## config.mk

```make
export PLATFORM = sky130hd
export DESIGN_NAME = i2c_responder_regfile
export DESIGN_NICKNAME = d
export VERILOG_FILES = /design/src/rtl/i2c_tb_pkg.sv /design/src/rtl/i2c_line_sync.sv /design/src/rtl/i2c_responder_regfile.sv
export SDC_FILE = /design/constraint.sdc
export NUM_CORES = 1
export LEC_CHECK = 0
export ABC_AREA = 1
export ABC_CLOCK_PERIOD_IN_PS = 5300
export CELL_PAD_IN_SITES_DETAIL_PLACEMENT = 0
export CELL_PAD_IN_SITES_GLOBAL_PLACEMENT = 2
export CORE_MARGIN = 2
export CORE_UTILIZATION = 41
export CTS_BUF_LIST = sky130_fd_sc_hd__clkbuf_8
export DETAILED_ROUTE_END_ITERATION = 10
export PLACE_DENSITY_LB_ADDON = 0.12
export SYNTH_ARGS = -nofsm -noshare
export SYNTH_HDL_FRONTEND = slang
export SYNTH_SLANG_ARGS = --single-unit
```

## constraint.sdc

```tcl
create_clock -name clk -period 5.3 [get_ports clk]
set_input_delay 1.06 -clock clk [delete_from_list [all_inputs] [get_ports clk]]
set_output_delay 1.06 -clock clk [all_outputs]
set_load 0.01 [all_outputs]
```

## src/rtl/i2c_tb_pkg.sv

```systemverilog
// Shared types and constants for the I2C responder with register file.
package i2c_tb_pkg;

  typedef enum logic [3:0] {
    IDLE,
    ADDR,
    ADDR_ACK,
    PTR,
    PTR_ACK,
    WR,
    WR_ACK,
    RD,
    RD_ACK,
    IGNORE
  } resp_state_t;

  localparam logic I2C_RW_READ = 1'b1;
  localparam logic I2C_ACK     = 1'b0;

endpackage

```

## src/rtl/i2c_line_sync.sv

```systemverilog
// Synchroniser for the resolved SCL/SDA pins plus edge and START/STOP detection.
// SCL and SDA go through identical chains, so their relative order is preserved.
module i2c_line_sync #(
  parameter int SYNC_STAGES = 2
) (
  input  logic clk,
  input  logic rst_n,
  input  logic scl_i,
  input  logic sda_i,
  output logic scl,
  output logic sda,
  output logic scl_rise,
  output logic scl_fall,
  output logic start_det,
  output logic stop_det
);

  logic [SYNC_STAGES-1:0] scl_sr;
  logic [SYNC_STAGES-1:0] sda_sr;
  logic                   scl_q;
  logic                   sda_q;

  // Synchroniser chains, idle-high, followed by one delayed copy for edge detection
  always_ff @(posedge clk) begin
    if (!rst_n) begin
      scl_sr <= '1;
      sda_sr <= '1;
      scl_q  <= 1'b1;
      sda_q  <= 1'b1;
    end else begin
      scl_sr <= {scl_sr[SYNC_STAGES-2:0], scl_i};
      sda_sr <= {sda_sr[SYNC_STAGES-2:0], sda_i};
      scl_q  <= scl_sr[SYNC_STAGES-1];
      sda_q  <= sda_sr[SYNC_STAGES-1];
    end
  end

  assign scl       = scl_sr[SYNC_STAGES-1];
  assign sda       = sda_sr[SYNC_STAGES-1];
  assign scl_rise  = scl & ~scl_q;
  assign scl_fall  = ~scl & scl_q;
  // SDA edges only count as START/STOP while SCL is stable high
  assign start_det = scl & scl_q & sda_q & ~sda;
  assign stop_det  = scl & scl_q & ~sda_q & sda;

endmodule

```

## src/rtl/i2c_responder_regfile.sv

```systemverilog
// I2C target with a DEPTH-entry register file, auto-incrementing pointer and
// optional SCL stretching after every ACK slot.
module i2c_responder_regfile
  import i2c_tb_pkg::*;
#(
  parameter logic [6:0] DEV_ADDR       = 7'h50,
  parameter int         DEPTH          = 16,
  parameter int         STRETCH_CYCLES = 0,
  parameter int         SYNC_STAGES    = 2,
  localparam int        PTR_W          = $clog2(DEPTH)
) (
  input  logic             clk,
  input  logic             rst_n,
  input  logic             scl_i,
  input  logic             sda_i,
  output logic             scl_o,
  output logic             sda_o,
  input  logic             cfg_we,
  input  logic [PTR_W-1:0] cfg_addr,
  input  logic [7:0]       cfg_data,
  output logic             wr_stb,
  output logic [PTR_W-1:0] wr_addr,
  output logic [7:0]       wr_data,
  output logic             busy
);

  localparam int SW = (STRETCH_CYCLES > 1) ? $clog2(STRETCH_CYCLES + 1) : 1;
  localparam logic [SW-1:0] STR_INIT = SW'((STRETCH_CYCLES > 0) ? STRETCH_CYCLES - 1 : 0);

  logic scl_s, sda_s, scl_rise, scl_fall, start_det, stop_det;

  i2c_line_sync #(.SYNC_STAGES(SYNC_STAGES)) u_sync (
    .clk       (clk),
    .rst_n     (rst_n),
    .scl_i     (scl_i),
    .sda_i     (sda_i),
    .scl       (scl_s),
    .sda       (sda_s),
    .scl_rise  (scl_rise),
    .scl_fall  (scl_fall),
    .start_det (start_det),
    .stop_det  (stop_det)
  );

  resp_state_t      state, state_n;
  logic [3:0]       cnt, cnt_n;        // SCL rising edges seen in the current byte
  logic [7:0]       sh, sh_n;
  logic [PTR_W-1:0] ptr, ptr_n, ptr_inc;
  logic [SW-1:0]    str_cnt, str_n;
  logic             sda_n, scl_n, busy_n, rw, rw_n, mack, mack_n, pdone, pdone_n;
  logic             wr_stb_n, commit, stretch;
  logic [PTR_W-1:0] wr_addr_n;
  logic [7:0]       wr_data_n;
  logic [7:0]       regs [DEPTH];

  assign ptr_inc = ptr + 1'b1;   // natural wrap, DEPTH is a power of two

  // State and output registers; lines are released in the same edge as reset
  always_ff @(posedge clk) begin
    if (!rst_n) begin
      state   <= IDLE;
      cnt     <= '0;
      sh      <= '0;
      ptr     <= '0;
      str_cnt <= '0;
      sda_o   <= 1'b1;
      scl_o   <= 1'b1;
      busy    <= 1'b0;
      rw      <= 1'b0;
      mack    <= 1'b1;
      pdone   <= 1'b0;
      wr_stb  <= 1'b0;
      wr_addr <= '0;
      wr_data <= '0;
    end else begin
      state   <= state_n;
      cnt     <= cnt_n;
      sh      <= sh_n;
      ptr     <= ptr_n;
      str_cnt <= str_n;
      sda_o   <= sda_n;
      scl_o   <= scl_n;
      busy    <= busy_n;
      rw      <= rw_n;
      mack    <= mack_n;
      pdone   <= pdone_n;
      wr_stb  <= wr_stb_n;
      wr_addr <= wr_addr_n;
      wr_data <= wr_data_n;
    end
  end

  // Next-state logic: bit shifting, ACK slots, pointer handling and stretch control
  always_comb begin
    state_n   = state;
    cnt_n     = cnt;
    sh_n      = sh;
    ptr_n     = ptr;
    str_n     = str_cnt;
    sda_n     = sda_o;
    scl_n     = scl_o;
    busy_n    = busy;
    rw_n      = rw;
    mack_n    = mack;
    pdone_n   = pdone;
    wr_stb_n  = 1'b0;
    wr_addr_n = wr_addr;
    wr_data_n = wr_data;
    commit    = 1'b0;
    stretch   = 1'b0;

    // count down an active stretch while the bus is seen low
    if (!scl_o && !scl_s) begin
      if (str_cnt == '0) scl_n = 1'b1;
      else               str_n = str_cnt - 1'b1;
    end

    if (stop_det) begin
      state_n = IDLE;
      busy_n  = 1'b0;
      sda_n   = 1'b1;
      scl_n   = 1'b1;
    end else if (start_det) begin
      state_n = ADDR;
      cnt_n   = '0;
      sda_n   = 1'b1;
      scl_n   = 1'b1;
      pdone_n = 1'b0;
    end else begin
      case (state)
        ADDR, PTR, WR: begin
          if (scl_rise && cnt != 4'd8) begin
            sh_n  = {sh[6:0], sda_s};
            cnt_n = cnt + 4'd1;
          end else if (scl_fall && cnt == 4'd8) begin
            sda_n = 1'b0;
            if (state == ADDR) begin
              if (sh[7:1] == DEV_ADDR) begin
                state_n = ADDR_ACK;
                busy_n  = 1'b1;
                rw_n    = sh[0];
              end else begin
                state_n = IGNORE;
                sda_n   = 1'b1;
              end
            end else if (state == PTR) begin
              state_n = PTR_ACK;
              ptr_n   = sh[PTR_W-1:0];
              pdone_n = 1'b1;
            end else begin
              state_n = WR_ACK;
            end
          end
        end
        ADDR_ACK: if (scl_fall) begin
          cnt_n   = '0;
          stretch = 1'b1;
          if (rw == I2C_RW_READ) begin
            state_n = RD;
            sh_n    = regs[ptr];
            sda_n   = regs[ptr][7];
          end else begin
            state_n = pdone ? WR : PTR;
            sda_n   = 1'b1;
          end
        end
        PTR_ACK: if (scl_fall) begin
          state_n = WR;
          cnt_n   = '0;
          sda_n   = 1'b1;
          stretch = 1'b1;
        end
        WR_ACK: begin
          if (scl_rise) begin
            commit    = 1'b1;
            wr_stb_n  = 1'b1;
            wr_addr_n = ptr;
            wr_data_n = sh;
            ptr_n     = ptr_inc;
          end else if (scl_fall) begin
            state_n = WR;
            cnt_n   = '0;
            sda_n   = 1'b1;
            stretch = 1'b1;
          end
        end
        RD: begin
          if (scl_rise && cnt != 4'd8) begin
            cnt_n = cnt + 4'd1;
          end else if (scl_fall) begin
            if (cnt == 4'd8) begin
              state_n = RD_ACK;
              sda_n   = 1'b1;
            end else if (cnt != 4'd0) begin
              sh_n  = {sh[6:0], 1'b0};
              sda_n = sh[6];
            end
          end
        end
        RD_ACK: begin
          if (scl_rise) begin
            mack_n = sda_s;
          end else if (scl_fall) begin
            if (mack == I2C_ACK) begin
              state_n = RD;
              cnt_n   = '0;
              ptr_n   = ptr_inc;
              sh_n    = regs[ptr_inc];
              sda_n   = regs[ptr_inc][7];
              stretch = 1'b1;
            end else begin
              state_n = IGNORE;
              sda_n   = 1'b1;
            end
          end
        end
        default: ;
      endcase
    end

    if (stretch && STRETCH_CYCLES > 0) begin
      scl_n = 1'b0;
      str_n = STR_INIT;
    end
  end

  // Register file: cfg preload, then the I2C commit so it wins same-index collisions
  always_ff @(posedge clk) begin
    if (cfg_we) regs[cfg_addr] <= cfg_data;
    if (commit && rst_n) regs[ptr] <= sh;
  end

endmodule

```

==> metrics.txt, run 1 <==
final hold viol count 0; status complete, no violations; setup TNS 0 ps; cts hold-fix bufs 0; routed via count 9,703; Slew headroom 17.9%; Die Width 165 µm; wire length on met1 16,700 µm; CTS H-tree depth 4; total of max-cap violations 0; WP data required 5420 ps; cell count after synthesis 1,401; Tcrit/Tclk final 64.2%; Post-Syn Area 10,600 µm²; Placeable Area 25,300 µm²; Sw Share 51.7%; Buffers on Ports 31; clock buffer count from CTS 17; Clock Power Share 17.3%; latest clock arrival within the worst-skew pair 490 ps; count leader, synth nand2_1; placed insts 1,671; post-CTS sizing 0; clk sink count 176; Antenna Nets Post-Route 0; peak supply drop 0.423 mV; Via density 5.70; DRC violations left 0; sequential share of power 30.0%; syn nets 1,424; # IOs 33; Slew Viols, Final 0; Setup violations, final 0; Yosys Warn Count 0; worst-path maximum fanout 21; Layout Skew 19.3 ps; Routed WL 37,900 µm; hpwl dp 26,100 µm; Top FF cell, synth edfxtp_1; P_int 2.78 mW; sequential area share after synthesis 45.1%; power density cells 504 nW/µm²; area of placed instances 11,000 µm²; CP startpoint kind primary input; Top Metal Used met4; first-pass GRT wire length 56,500 µm; DR WL/cell 22.2 µm; RSZ-0062 raised after global routing false; Non-Filler Instances 1,703; final core occ 45.1%; Post-synth EDFFs 128; clock tree buffer depth 2; n_diodes 0; CP peak stage delay 880 ps; switching power 2.98 mW; Pleak 4.65 nW; post-CTS setup buffers 0; CP cell instances clkdlybuf4s50_1, inv_1, nor2_8, inv_6, nor2_8, nand3_4, o21ai_1; top cells by area, synth edfxtp_1, nand2_1, dfxtp_1; Logic pwr share 52.8%; clock root buffer clkbuf_8; fraction of final layout cells sized beyond drive strength 1 7.79%; initial antenna violation count 0; Final GP Congestion 0.883; 1st-pass router iterations 8; Chip Height 165 µm; vias in the first global route 9,128; top post-synthesis cells by count nand2_1, o21ai_1, edfxtp_1, inv_1, nand3_1; met3 wire len 2750 µm; CP Class in -> reg; num rows 58; CP dominant cell by count nor2_8; synthesized flop and latch total 176; Critical Path AT 3520 ps; final instance area 11,400 µm²; die area 27,300 µm²; Initial Util 42.0%; post-synthesis cell type count 43; Worst-path clk slew 100 ps; GRT overflow 0; fill count 2,586; Mean Syn Cell Area 7.60 µm²; worst path bufs/invs 3; CTS tree built; Async SR Flop Fraction 0%; Initial DRC Count 1,139; met2 WL 17,400 µm; worst slew pin tran 1220 ps; Synth-to-Final Area Change 7.36%; post-synth top area share 36.1%; fin crit period 3400 ps; CP endpoint kind flop; largest net degree at the start of global routing 73; post-synthesis cell type with the largest combined area edfxtp_1; CP max stage cell clkdlybuf4s50_1; Max Freq 294 MHz; nets 1,383; GRT Overall Usage 28.7%; Hold Crit Class reg -> reg; Pwr Total 5.76 mW; family with the most delay on the worst path buffers and inverters
==> cells in the final DEF (no fill, tap or decap), types with 2 or more instances in the layout <==
cell type,n
nand2_1,325
o21ai_1,136
edfxtp_1,128
inv_1,124
nand3_1,119
o21ai_0,115
a21oi_1,115
nor2_1,56
dfxtp_1,46
o211ai_1,33
clkdlybuf4s50_1,31
clkbuf_8,17
buf_4,15
nand2_2,14
inv_2,10
nor3_1,8
inv_6,7
a21oi_2,7
nor2_8,5
ha_1,5
nand3_4,4
nor2_2,4
o31ai_1,4
nand4_1,4
or2_2,4
nor2_4,3
a211oi_1,3
xor2_1,3
clkinv_1,3
inv_8,3
nor4_1,2
nand3b_1,2
dfxtp_2,2
bufinv_16,2
==> path summary, 6_finish.rpt <==
kind	startpoint	end	slack, ps	depth (start not counted)
setup / recovery	rst_n	regs[1][4]	1900	7
hold / removal	u_sync.sda_sr[0]	u_sync.sda_sr[1]	420	1
setup reg to reg	flop	sh[0]	2440	9
hold reg to reg	u_sync.sda_sr[0]	u_sync.sda_sr[1]	420	1
==> worst register-to-register path, delay by kind of cell (launching register included) <==
family | cells | cell delay (ps)
buffers and inverters | 2 | 880
DFF | 1 | 840
and+or+nand+nor | 5 | 570
AOI/OAI and AO/OA | 2 | 490
==> area by class of cell <==
cell class / count / area, µm² / area share (%)
repair buffers: 46 / 423 / 3.70
well taps: 330 / 413 / 3.61
inverters: 139 / 531 / 4.64
multi-input cells: 980 / 4850 / 42.4
flip-flops and latches: 176 / 4810 / 42.1
clock buffers: 17 / 234 / 2.05
clock inverters: 15 / 171 / 1.50
==> power by group through the flow <==
stage               registers [mW]  logic [mW]  clock network [mW]
CTS                           1.72        2.98                1.00
detailed placement            1.75        2.98                   0
global route                  1.74        3.30                1.05
finish                        1.73        3.04               0.995
floorplan                     1.65        1.99                   0
global placement              1.75        3.00                   0
==> stage by stage <==
step           hold WS, ps  setup slack (ps)
2_1_floorplan          393              2860
3_3_place_gp           395              1420
3_5_place_dp           402              1360
4_1_cts                426              1870
5_1_grt                443              1710
6_report               423              1900
==> layer usage <==
| layer | track usage (%) | vias to the layer above |
|---|---|---|
| met3 | 4.75 | 80 |
| met5 | 0 | - |
| li1 | - | 4683 |
| met4 | 10.2 | 0 |
| met2 | 45.8 | 437 |
| met1 | 39.5 | 4503 |
==> sequential cells by signal, indices dropped and copies added, names as in the netlist, 4 cells and up, named ones only <==
name / flops
wr_addr: 4
state: 4
wr_data: 8
ptr: 4
sh: 8
regs: 128
cnt: 4
==> logic make-up after synthesis <==
group,count (synthesis),synth area share (%)
and+or+nand+nor,552,23.4
AOI/OAI and AO/OA,417,21.0
buffers and inverters,245,9.40
DFF,176,45.1
adders and majority gates,6,0.705
xor gates and xnor gates,4,0.329
other,1,0.0352
(Power assumes the default switching activity.)
==> run 2: changes to the inputs <==
Settings changed: ABC_CLOCK_PERIOD_IN_PS 5300 to 3150, CORE_UTILIZATION 41 to 38.
Clock period 5.3 ns to 3.15 ns, I/O delays scaled along.
==> run 2 against run 1 <==
Critical path depth up 5; routed wire length is 2.9% higher; sequential share of layout area down 0.92 points; total power rose by 69%; combinational power rose by 76%; via count is 0.39% lower; global-route usage is 1.4 points lower; die area rose by 7.7%; non-clock buffer count rose by 29; critical path type is now reg -> reg.
==> metrics.txt, run 2 (synthesis gave the netlist of run 1 again) <==
CTS tree built; pre-CTS WS 374 ps; total of max-cap violations 0; final worst slack 747 ps; post-CTS sizing 0; GRT overflow 0; clk sink count 176; Setup violations, final 0; CP startpoint kind flop; fill count 2,794; DR WL/cell 21.9 µm; worst slew pin tran 981 ps; Hold Crit Class reg -> reg; peak supply drop 0.537 mV; Slew Viols, Final 0; n_diodes 0; Top reg by flops regs; Routed WL 39,000 µm; Via density 5.43; clock buffer count from CTS 17; power density cells 834 nW/µm²; initial antenna violation count 0; clock root buffer clkbuf_8; largest net degree at the start of global routing 62; 1st-pass router iterations 6; CTS H-tree depth 4; Initial DRC Count 1,236; routed via count 9,665; Pleak 4.78 nW; Chip Height 171 µm; first-pass GRT wire length 58,000 µm; Buffers on Ports 31; num rows 61; CP peak stage delay 450 ps; Die Width 171 µm; vias in the first global route 9,129; CP max stage cell buf_4; status complete, no violations; cts hold-fix bufs 0; hpwl dp 26,600 µm; die area 29,400 µm²; max reg flops 128; Placeable Area 27,700 µm²; commonest non-fill, non-tap cell in the layout nand2_1; post-CTS setup buffers 0; WP data required 3530 ps; Largest regs regs x128, sh x8, wr_data x8; # IOs 33; RSZ-0062 raised after global routing false; nets 1,412; Critical Path AT 2790 ps; DRC violations left 0; placed insts 1,748; latest clock arrival within the worst-skew pair 490 ps; clock tree buffer depth 2; CP dominant cell by count nand3_1; Antenna Nets Post-Route 0; CP Class reg -> reg; Non-Filler Instances 1,780; Synth-to-Final Area Change 9.76%; final hold viol count 0; Pwr Total 9.74 mW; most frequent cells in the layout nand2_1, o21ai_1, edfxtp_1, inv_1, nand3_1; GRT Overall Usage 27.3%; CP endpoint kind flop; fraction of final layout cells sized beyond drive strength 1 9.70%; Tcrit/Tclk final 76.3%; Initial Util 38.4%; Worst-path clk slew 100 ps; final core occ 42.2%; CP cell instances inv_2, buf_4, buf_4, nand2_1, nand3_1, nand3_1, nand3_1, nand2_1, nand2_1, nand3_1, nor2_1, nor2_1; setup TNS 0 ps; worst-path maximum fanout 37; Final GP Congestion 0.913; Slew headroom 34.3%; fin crit period 2400 ps; Max Freq 416 MHz; Layout Skew 17.3 ps
run 2: path summary, 6_finish.rpt:
kind                                    endpoint  cells past startpoint  slack, ps        startpoint
worst max-delay path                       sh[7]                     12        750            ptr[0]
worst min register to register  u_sync.sda_sr[1]                      1        420  u_sync.sda_sr[0]
worst min-delay path            u_sync.sda_sr[1]                      1        420  u_sync.sda_sr[0]
worst max register to register             sh[7]                     12        750            ptr[0]
run 2: area by class of cell:
| type | instances | area, µm² | area share [%] |
|---|---|---|---|
| multi-input cells | 980 | 4840 | 41.4 |
| flip-flops and latches | 176 | 4810 | 41.1 |
| repair buffers | 75 | 653 | 5.59 |
| inverters | 139 | 531 | 4.54 |
| well taps | 378 | 473 | 4.05 |
| clock buffers | 17 | 234 | 2.00 |
| clock inverters | 15 | 144 | 1.23 |
run 2: stage by stage:
stage	area [µm²]	hold WS, ps
floorplan	10600	393
global placement	11300	397
detailed placement	11300	403
CTS	11700	429
global route	11700	434
finish	11700	423
run 2: critical path: cells and delay by family, from the launching register on:
family / cells / cell delay, ps
and+or+nand+nor: 9 / 1000
buffers and inverters: 3 / 900
DFF: 1 / 360
run 2: metal layers:
metal / routed length [µm] / part of all wire, % / global-route usage [%] / up-vias
met2: 18100 / 46 / 44.2 / 385
met1: 17100 / 44 / 37.8 / 4487
met4: 1080 / 2.8 / 9.03 / 0
met3: 2710 / 6.9 / 3.64 / 69
li1: - / - / - / 4724
met5: 0 / 0 / 0 / -
run 2: power by group:
group	internal (mW)	switching, mW
combinational	1.40	3.95
clock	0.586	1.00
sequential	2.65	0.155
